`src/rtl/adder_pkg.sv`:
```
// -----------------------------------------------------------------------------
// adder_pkg
//   Shared constants and types for the ripple-carry adder slice.
//   - ADDER_DEFAULT_WIDTH : default operand/sum width of four_bit_adder
//   - ADDER_MAX_WIDTH     : largest supported operand width
//   - adder_result_t      : {cf, s} result record at the default width
// -----------------------------------------------------------------------------
package adder_pkg;

   localparam int ADDER_DEFAULT_WIDTH = 4;
   localparam int ADDER_MAX_WIDTH     = 32;

   typedef struct packed {
      logic                           cf;
      logic [ADDER_DEFAULT_WIDTH-1:0] s;
   } adder_result_t;

endpackage : adder_pkg

```
`src/rtl/full_adder_cell.sv`:
```
// -----------------------------------------------------------------------------
// full_adder_cell
//   Purely combinational 1-bit full adder; the repeating unit of the
//   ripple-carry chain in four_bit_adder.
//   Ports:
//     a, b : operand bits
//     ci   : carry in from the next-lower bit
//     s    : sum bit
//     co   : carry out to the next-higher bit
// -----------------------------------------------------------------------------
module full_adder_cell (
   input  logic a,
   input  logic b,
   input  logic ci,
   output logic s,
   output logic co
);

   logic p;  // propagate

   assign p  = a ^ b;
   assign s  = p ^ ci;
   assign co = (a & b) | (ci & p);

endmodule : full_adder_cell

```
`src/rtl/four_bit_adder.sv`:
```
// -----------------------------------------------------------------------------
// four_bit_adder
//   Unsigned WIDTH-bit ripple-carry adder with a registered {cf, s} result.
//   Carry-in is tied to 0; {cf, s} equals a + b exactly, one clock later.
//   Parameters:
//     WIDTH : operand/sum width, 1..32 (default 4)
//   Ports:
//     clk   : rising-edge clock
//     rst_n : asynchronous active-low reset, clears all outputs
//     a, b  : unsigned operands, bit 0 = LSB
//     s     : registered sum, (a + b) mod 2^WIDTH
//     cf    : registered carry-out (bit WIDTH of a + b)
//     ovf   : registered two's-complement overflow of a + b
//             (present only when FOUR_BIT_ADDER_OVF_EN is defined)
//   Configuration macro: FOUR_BIT_ADDER_OVF_EN
// -----------------------------------------------------------------------------
module four_bit_adder
   import adder_pkg::*;
#(
   parameter int WIDTH = ADDER_DEFAULT_WIDTH
) (
   input  logic             clk,
   input  logic             rst_n,
   input  logic [WIDTH-1:0] a,
   input  logic [WIDTH-1:0] b,
   output logic [WIDTH-1:0] s,
`ifdef FOUR_BIT_ADDER_OVF_EN
   output logic             cf,
   output logic             ovf
`else
   output logic             cf
`endif
);

   typedef struct packed {
      logic             cf;
      logic [WIDTH-1:0] s;
   } result_t;

   logic [WIDTH:0]   c;       // c[i] is the carry into bit i
   logic [WIDTH-1:0] sum;
   result_t          result_d;
   result_t          result_q;

   assign c[0] = 1'b0;

   for (genvar i = 0; i < WIDTH; i++) begin : g_cell
      full_adder_cell u_cell (
         .a  (a[i]),
         .b  (b[i]),
         .ci (c[i]),
         .s  (sum[i]),
         .co (c[i+1])
      );
   end

   assign result_d.cf = c[WIDTH];
   assign result_d.s  = sum;

   always_ff @(posedge clk or negedge rst_n) begin
      if (!rst_n) begin
         result_q <= '0;
      end else begin
         result_q <= result_d;
      end
   end

   assign s  = result_q.s;
   assign cf = result_q.cf;

`ifdef FOUR_BIT_ADDER_OVF_EN
   logic ovf_d;
   logic ovf_q;

   // Signed overflow: carry into the MSB differs from carry out of it.
   assign ovf_d = c[WIDTH] ^ c[WIDTH-1];

   always_ff @(posedge clk or negedge rst_n) begin
      if (!rst_n) begin
         ovf_q <= 1'b0;
      end else begin
         ovf_q <= ovf_d;
      end
   end

   assign ovf = ovf_q;
`endif

endmodule : four_bit_adder

```
`config.mk`:
```
export PLATFORM = sky130hd
export DESIGN_NAME = four_bit_adder
export DESIGN_NICKNAME = d
export VERILOG_FILES = /design/src/rtl/adder_pkg.sv /design/src/rtl/full_adder_cell.sv /design/src/rtl/four_bit_adder.sv
export SDC_FILE = /design/constraint.sdc
export NUM_CORES = 1
export LEC_CHECK = 0
export ABC_AREA = 1
export CAP_MARGIN = 10
export CELL_PAD_IN_SITES_DETAIL_PLACEMENT = 0
export CELL_PAD_IN_SITES_GLOBAL_PLACEMENT = 1
export CORE_AREA = 2 2 39 41
export CTS_CLUSTER_DIAMETER = 40
export CTS_CLUSTER_SIZE = 14
export DETAILED_ROUTE_END_ITERATION = 8
export DIE_AREA = 0 0 41 43
export HOLD_SLACK_MARGIN = 0.1
export PLACE_DENSITY = 0.54
export SYNTH_ARGS = -nofsm -noshare
export SYNTH_HDL_FRONTEND = slang
export SYNTH_SLANG_ARGS = --single-unit
```
`constraint.sdc`:
```
create_clock -name clk -period 0.8 [get_ports clk]
set_input_delay 0.16 -clock clk [delete_from_list [all_inputs] [get_ports clk]]
set_output_delay 0.16 -clock clk [all_outputs]
set_load 0.005 [all_outputs]
```
==> impl_metrics.json, run 1 <==
{
  "routabilityCongestion": 0.514,
  "antenna_violations_before_repair": 0,
  "arrival_ps": 1640,
  "crit_end_element": "flip-flop",
  "required_ps": 970,
  "syn2layout_area_growth_pct": 81.5,
  "final_period_minus_worst_setup_slack_ps": 1460,
  "dieArea_um2": 1760,
  "dp_cells": 44,
  "clock-root-buffer": "sky130_fd_sc_hd__clkbuf_4",
  "ys_seq_elements": 5,
  "worst_case_vdd_ir_drop_mv": 0.417,
  "drt_wl_total_um": 415,
  "avgSynthCellArea_um2": 15.5,
  "synthDistinctLibCells": 4,
  "antenna_cells_inserted": 0,
  "powerDensity_nw_per_um2": 1830,
  "post_synth_inst_count": 14,
  "placement.io_buffers": 14,
  "area_taken_by_multi_input_logic_gates_um2": 90.1,
  "tritoncts.num_buffers": 3,
  "drt-vias-per-instance": 3.40,
  "worst-path-max-fanout": 1,
  "max_slew_margin": 0.855,
  "die_width_um": 41,
  "sequential_cell_area_um2": 125,
  "core_region_area_um2": 1380,
  "htree_depth": 1,
  "grt_usage": 0.0567,
  "synth_top_cell_by_area": "sky130_fd_sc_hd__dfrtp_1",
  "worst_slew_pin_slew_ps": 216,
  "setup_ws_post_layout_ps": -663,
  "grt_setup_unrepaired": "true",
  "min_period_over_period": 1.83,
  "grt_pass1_vias": 177,
  "synth.cell_area_um2": 216,
  "number_of_filler_instances_in_the_final_layout": 151,
  "synth_top_area_frac": 0.578,
  "postCtsSetupRepairBufs": 0,
  "post-route-drc-count": 0,
  "cts-root-to-sink-buffers": 2,
  "violations": "negative setup slack",
  "top_achievable_clock_speed_mhz": 683,
  "critical_path_class": "input port to flip-flop",
  "nets_finish": 47,
  "p_leak_nw": 0.188,
  "final_cells": 48,
  "numClockSinks": 5,
  "startpoint_types": "input port",
  "initialDrtViolationCount": 1,
  "synth.net_count": 28,
  "maximum_capacitance_violations": 0,
  "drt.antenna.violating_nets": 0,
  "chipHeight_um": 43,
  "share_of_final_layout_standard_cells_stronger_than_drive_strength_1": 0.469,
  "hold_viol_final": 0,
  "detailroute.via_count": 163,
  "detailed_place.area_um2": 394,
  "post-route-cell-area_um2": 393,
  "grt_start_max_net_pins": 6,
  "setup_violations": 8,
  "post_cts_hold_buffer_count": 0,
  "first_pass_iters": 3,
  "grt.overflow.total": 0,
  "cts_tree": "built",
  "grt_first_pass_wirelength_um": 607,
  "ios": 15,
  "synth.area.top_cells": "sky130_fd_sc_hd__dfrtp_1, sky130_fd_sc_hd__fa_1, sky130_fd_sc_hd__inv_1, sky130_fd_sc_hd__ha_1",
  "half_perimeter_wire_length_of_the_detailed_placement_result_um": 370,
  "yosysSeqAreaShare": 0.578,
  "clkTransAtPathRegs_ps": 40,
  "start_util": 0.156,
  "yosysWarnings": 0,
  "route.detailed.wl_per_inst_um": 8.65,
  "hold_path.class": "input port to flip-flop",
  "row_count": 14,
  "run_status": "finished with violations",
  "final-max-slew-violation-count": 0
}
## layout make-up
| type | instances | share of cell area |
|---|---|---|
| flip-flops and latches | 5 | 0.318 |
| repair buffers | 14 | 0.287 |
| multi-input cells | 4 | 0.229 |
| clock buffers | 4 | 0.0669 |
| well taps | 16 | 0.0510 |
| inverters | 5 | 0.0478 |
## cell families (layout without fill, tap and decap cells)
logic type | Yosys count | count (layout) | share of synthesized area
DFF | 5 | 5 | 0.578
buffers and inverters | 5 | 23 | 0.0867
adders and majority gates | 4 | 4 | 0.335
## registers in the layout, indices dropped and copies added (netlist names)
| signal | count |
|---|---|
| cf | 1 |
| s | 4 |
## report_power, final
group          internal [mW]  switching (mW)
Combinational         0.0834          0.0577
Clock                  0.188          0.0925
Sequential             0.290         0.00671
## worst max-delay path, stage by stage
cell and delay (ps):
sky130_fd_sc_hd__buf_6 100, sky130_fd_sc_hd__ha_4 150, sky130_fd_sc_hd__fa_2 340, sky130_fd_sc_hd__fa_2 360, sky130_fd_sc_hd__inv_2 60, sky130_fd_sc_hd__fa_1 400
sky130_fd_sc_hd__inv_1 70
## cell usage in the layout (no fill, tap or decap), types with 2 or more instances in the layout
master	synthesis	final
sky130_fd_sc_hd__fa_2	0	2
sky130_fd_sc_hd__buf_2	0	5
sky130_fd_sc_hd__inv_1	5	4
sky130_fd_sc_hd__clkbuf_4	0	3
sky130_fd_sc_hd__clkdlybuf4s50_1	0	5
sky130_fd_sc_hd__dfrtp_1	5	5
sky130_fd_sc_hd__buf_6	0	2
## worst paths after layout
check / from / end / slack (ps) / cells past startpoint
worst max-delay path: a[0] / s[3]$_DFF_PN0_ / -660 / 7
min in group asynchronous: rst_n / s[2]$_DFF_PN0_ / 140 / 1
max in group asynchronous: rst_n / s[3]$_DFF_PN0_ / 480 / 1
worst min-delay path: b[0] / s[0]$_DFF_PN0_ / 130 / 2
## routing by layer
| layer | track usage | wire length (µm) |
|---|---|---|
| met1 | 0.0495 | 137 |
| met2 | 0.0781 | 178 |
| met3 | 0.0209 | 98 |
| met4 | 0.0800 | 0 |
| met5 | 0 | 0 |
## synth_stat cells
library cell,number
sky130_fd_sc_hd__dfrtp_1,5
sky130_fd_sc_hd__inv_1,5
sky130_fd_sc_hd__fa_1,3
sky130_fd_sc_hd__ha_1,1
## stage by stage
step | setup WS, ps | hold WS [ps] | power (mW) | setup TNS [ps] | utilization
6_report | -663 | 134 | 0.718 | -1690 | 0.284
5_1_grt | -707 | 133 | 0.776 | -1980 | 0.284
4_1_cts | -677 | 125 | 0.741 | -1830 | 0.286
3_5_place_dp | -1320 | 393 | 0.488 | -4910 | 0.285
3_3_place_gp | -1310 | 389 | 0.485 | -4890 | 0.285
2_1_floorplan | -783 | -136 | 0.347 | -1860 | -
## timing repair
action                     CTS  global route
setup endpoints to repair    9             8
gates resized for setup     32             3
hold endpoints to repair     0             0
pin swaps                    4             4
Power figures use the tool's default switching activity.
==> run 2, diff against run 1 <==
==> constraint.sdc (replaced) <==
create_clock -name clk -period 1.7 [get_ports clk]
set_input_delay 0.34 -clock clk [delete_from_list [all_inputs] [get_ports clk]]
set_output_delay 0.34 -clock clk [all_outputs]
set_load 0.005 [all_outputs]
==> impl_metrics.json, run 2 (synthesis gave the netlist of run 1 again) <==
{
  "drt_wl_total_um": 403,
  "grt_usage": 0.0628,
  "hold_viol_final": 0,
  "worst_path_most_repeated_cell": "sky130_fd_sc_hd__fa_2",
  "grt.overflow.total": 0,
  "antenna_violations_before_repair": 0,
  "maximum_capacitance_violations": 0,
  "critical_path.cell_chain": "buf_2, ha_4, fa_2, fa_2, inv_2, fa_1, inv_1",
  "globalRouteMet3Util": 0.0419,
  "numClockSinks": 5,
  "clkTransAtPathRegs_ps": 40,
  "worst-path-max-fanout": 1,
  "detailed_place.area_um2": 394,
  "setup_violations": 0,
  "detailroute.via_count": 164,
  "postCtsSetupRepairBufs": 0,
  "startpoint_types": "input port",
  "fin_worst_hold_slack_ps": 316,
  "run_status": "finished clean",
  "chipHeight_um": 43,
  "final-max-slew-violation-count": 0,
  "grt_start_max_net_pins": 6,
  "worst_case_vdd_ir_drop_mv": 0.211,
  "top_achievable_clock_speed_mhz": 608,
  "post-layout-total-power_uw": 355,
  "nets_finish": 47,
  "critical_path_class": "input port to flip-flop",
  "required_ps": 1880,
  "first_pass_iters": 1,
  "grt_most_used_layer": "met4",
  "arrival_ps": 1820,
  "cts-root-to-sink-buffers": 2,
  "hold_path.class": "input port to asynchronous set/reset pin",
  "post-route-drc-count": 0,
  "min_period_over_period": 0.967,
  "start_util": 0.156,
  "crit_end_element": "flip-flop",
  "drt.antenna.violating_nets": 0,
  "pre_cts_slack_ps": -591,
  "placement.io_buffers": 14,
  "globalRouteMet2Util": 0.0875,
  "critical_path.max_stage_delay_ps": 390,
  "tritoncts.num_buffers": 3,
  "core_region_area_um2": 1380,
  "syn2layout_area_growth_pct": 89.6,
  "grt_pass1_vias": 193,
  "htree_depth": 1,
  "ios": 15,
  "gr-usage-met1": 0.0363,
  "clock-root-buffer": "sky130_fd_sc_hd__clkbuf_4",
  "routabilityCongestion": 0.510,
  "antenna_cells_inserted": 0,
  "grt_setup_unrepaired": "false",
  "dieArea_um2": 1760,
  "die_width_um": 41,
  "p_leak_nw": 0.183,
  "largest_reg_flops": 4,
  "cpMaxStageDelayCell": "sky130_fd_sc_hd__fa_1",
  "crit_family": "adder cells",
  "setup_ws_post_layout_ps": 56.0,
  "max_slew_margin": 0.861,
  "worst_slew_pin_slew_ps": 208,
  "most-common-layout-cells": "sky130_fd_sc_hd__clkdlybuf4s50_1, sky130_fd_sc_hd__dfrtp_1, sky130_fd_sc_hd__inv_1",
  "drt-vias-per-instance": 3.42,
  "initialDrtViolationCount": 0,
  "share_of_final_layout_standard_cells_stronger_than_drive_strength_1": 0.281,
  "critPathBufInv": 3,
  "final_period_minus_worst_setup_slack_ps": 1640,
  "most_common_cell_after_layout_fill_and_taps_aside": "sky130_fd_sc_hd__clkdlybuf4s50_1",
  "critical_path.startpoint": "b[0]",
  "powerDensity_nw_per_um2": 864,
  "post-route-cell-area_um2": 410,
  "row_count": 14,
  "cts_tree": "built",
  "grt_first_pass_wirelength_um": 634,
  "route.detailed.wl_per_inst_um": 8.40
}
[run 2: cell count changes in the layout (fill, tap and decap cells not counted)]
cell                              delta
sky130_fd_sc_hd__clkdlybuf4s50_1     +5
sky130_fd_sc_hd__buf_6               -2
sky130_fd_sc_hd__buf_2               -3
sky130_fd_sc_hd__clkdlybuf4s15_1     +1
sky130_fd_sc_hd__clkbuf_2            -1
[run 2: layer usage]
| metal | up-vias | routed length [µm] |
|---|---|---|
| li1 | 73 | - |
| met1 | 76 | 121 |
| met2 | 15 | 171 |
| met3 | 0 | 110 |
| met4 | 0 | 0 |
| met5 | - | 0 |
[run 2: area by class of cell]
cell class / count / area, µm²
multi-input combinational: 4 / 90.1
clock buffer: 4 / 26.3
sequential: 5 / 125
inverter: 5 / 18.8
timing repair buffer: 14 / 130
tap: 16 / 20.0
fill: 149 / 973
[run 2: repair_timing]
item                                    4_1_cts  5_1_grt
endpoints found under the setup margin        2        1
pin swaps                                     4        2
gates resized for setup                      10        2
hold buffers                                  0        0
[run 2: power breakdown]
part,total (mW),switching [mW],internal [mW]
combinational,0.0816,0.0267,0.0549
clock,0.132,0.0439,0.0884
sequential,0.141,0.00422,0.136
total,0.355,0.0748,0.280
[run 2: worst max path at each step]
stage                                 to  slack, ps  cells past startpoint
after detailed placement  s[3]$_DFF_PN0_       -590                      7
final                     s[3]$_DFF_PN0_         60                      7
after CTS                 s[3]$_DFF_PN0_         30                      7
after global routing      s[3]$_DFF_PN0_          5                      7
after global placement    s[3]$_DFF_PN0_       -590                      7
after floorplan           s[3]$_DFF_PN0_        -60                      6
[run 2: metrics by stage]
step	cells	TNS, ps	utilization
3_5_place_dp	44	-1210	0.285
5_1_grt	48	0	0.297
2_1_floorplan	14	-62.6	-
6_report	48	0	0.297
3_3_place_gp	44	-1200	0.285
4_1_cts	48	0	0.295
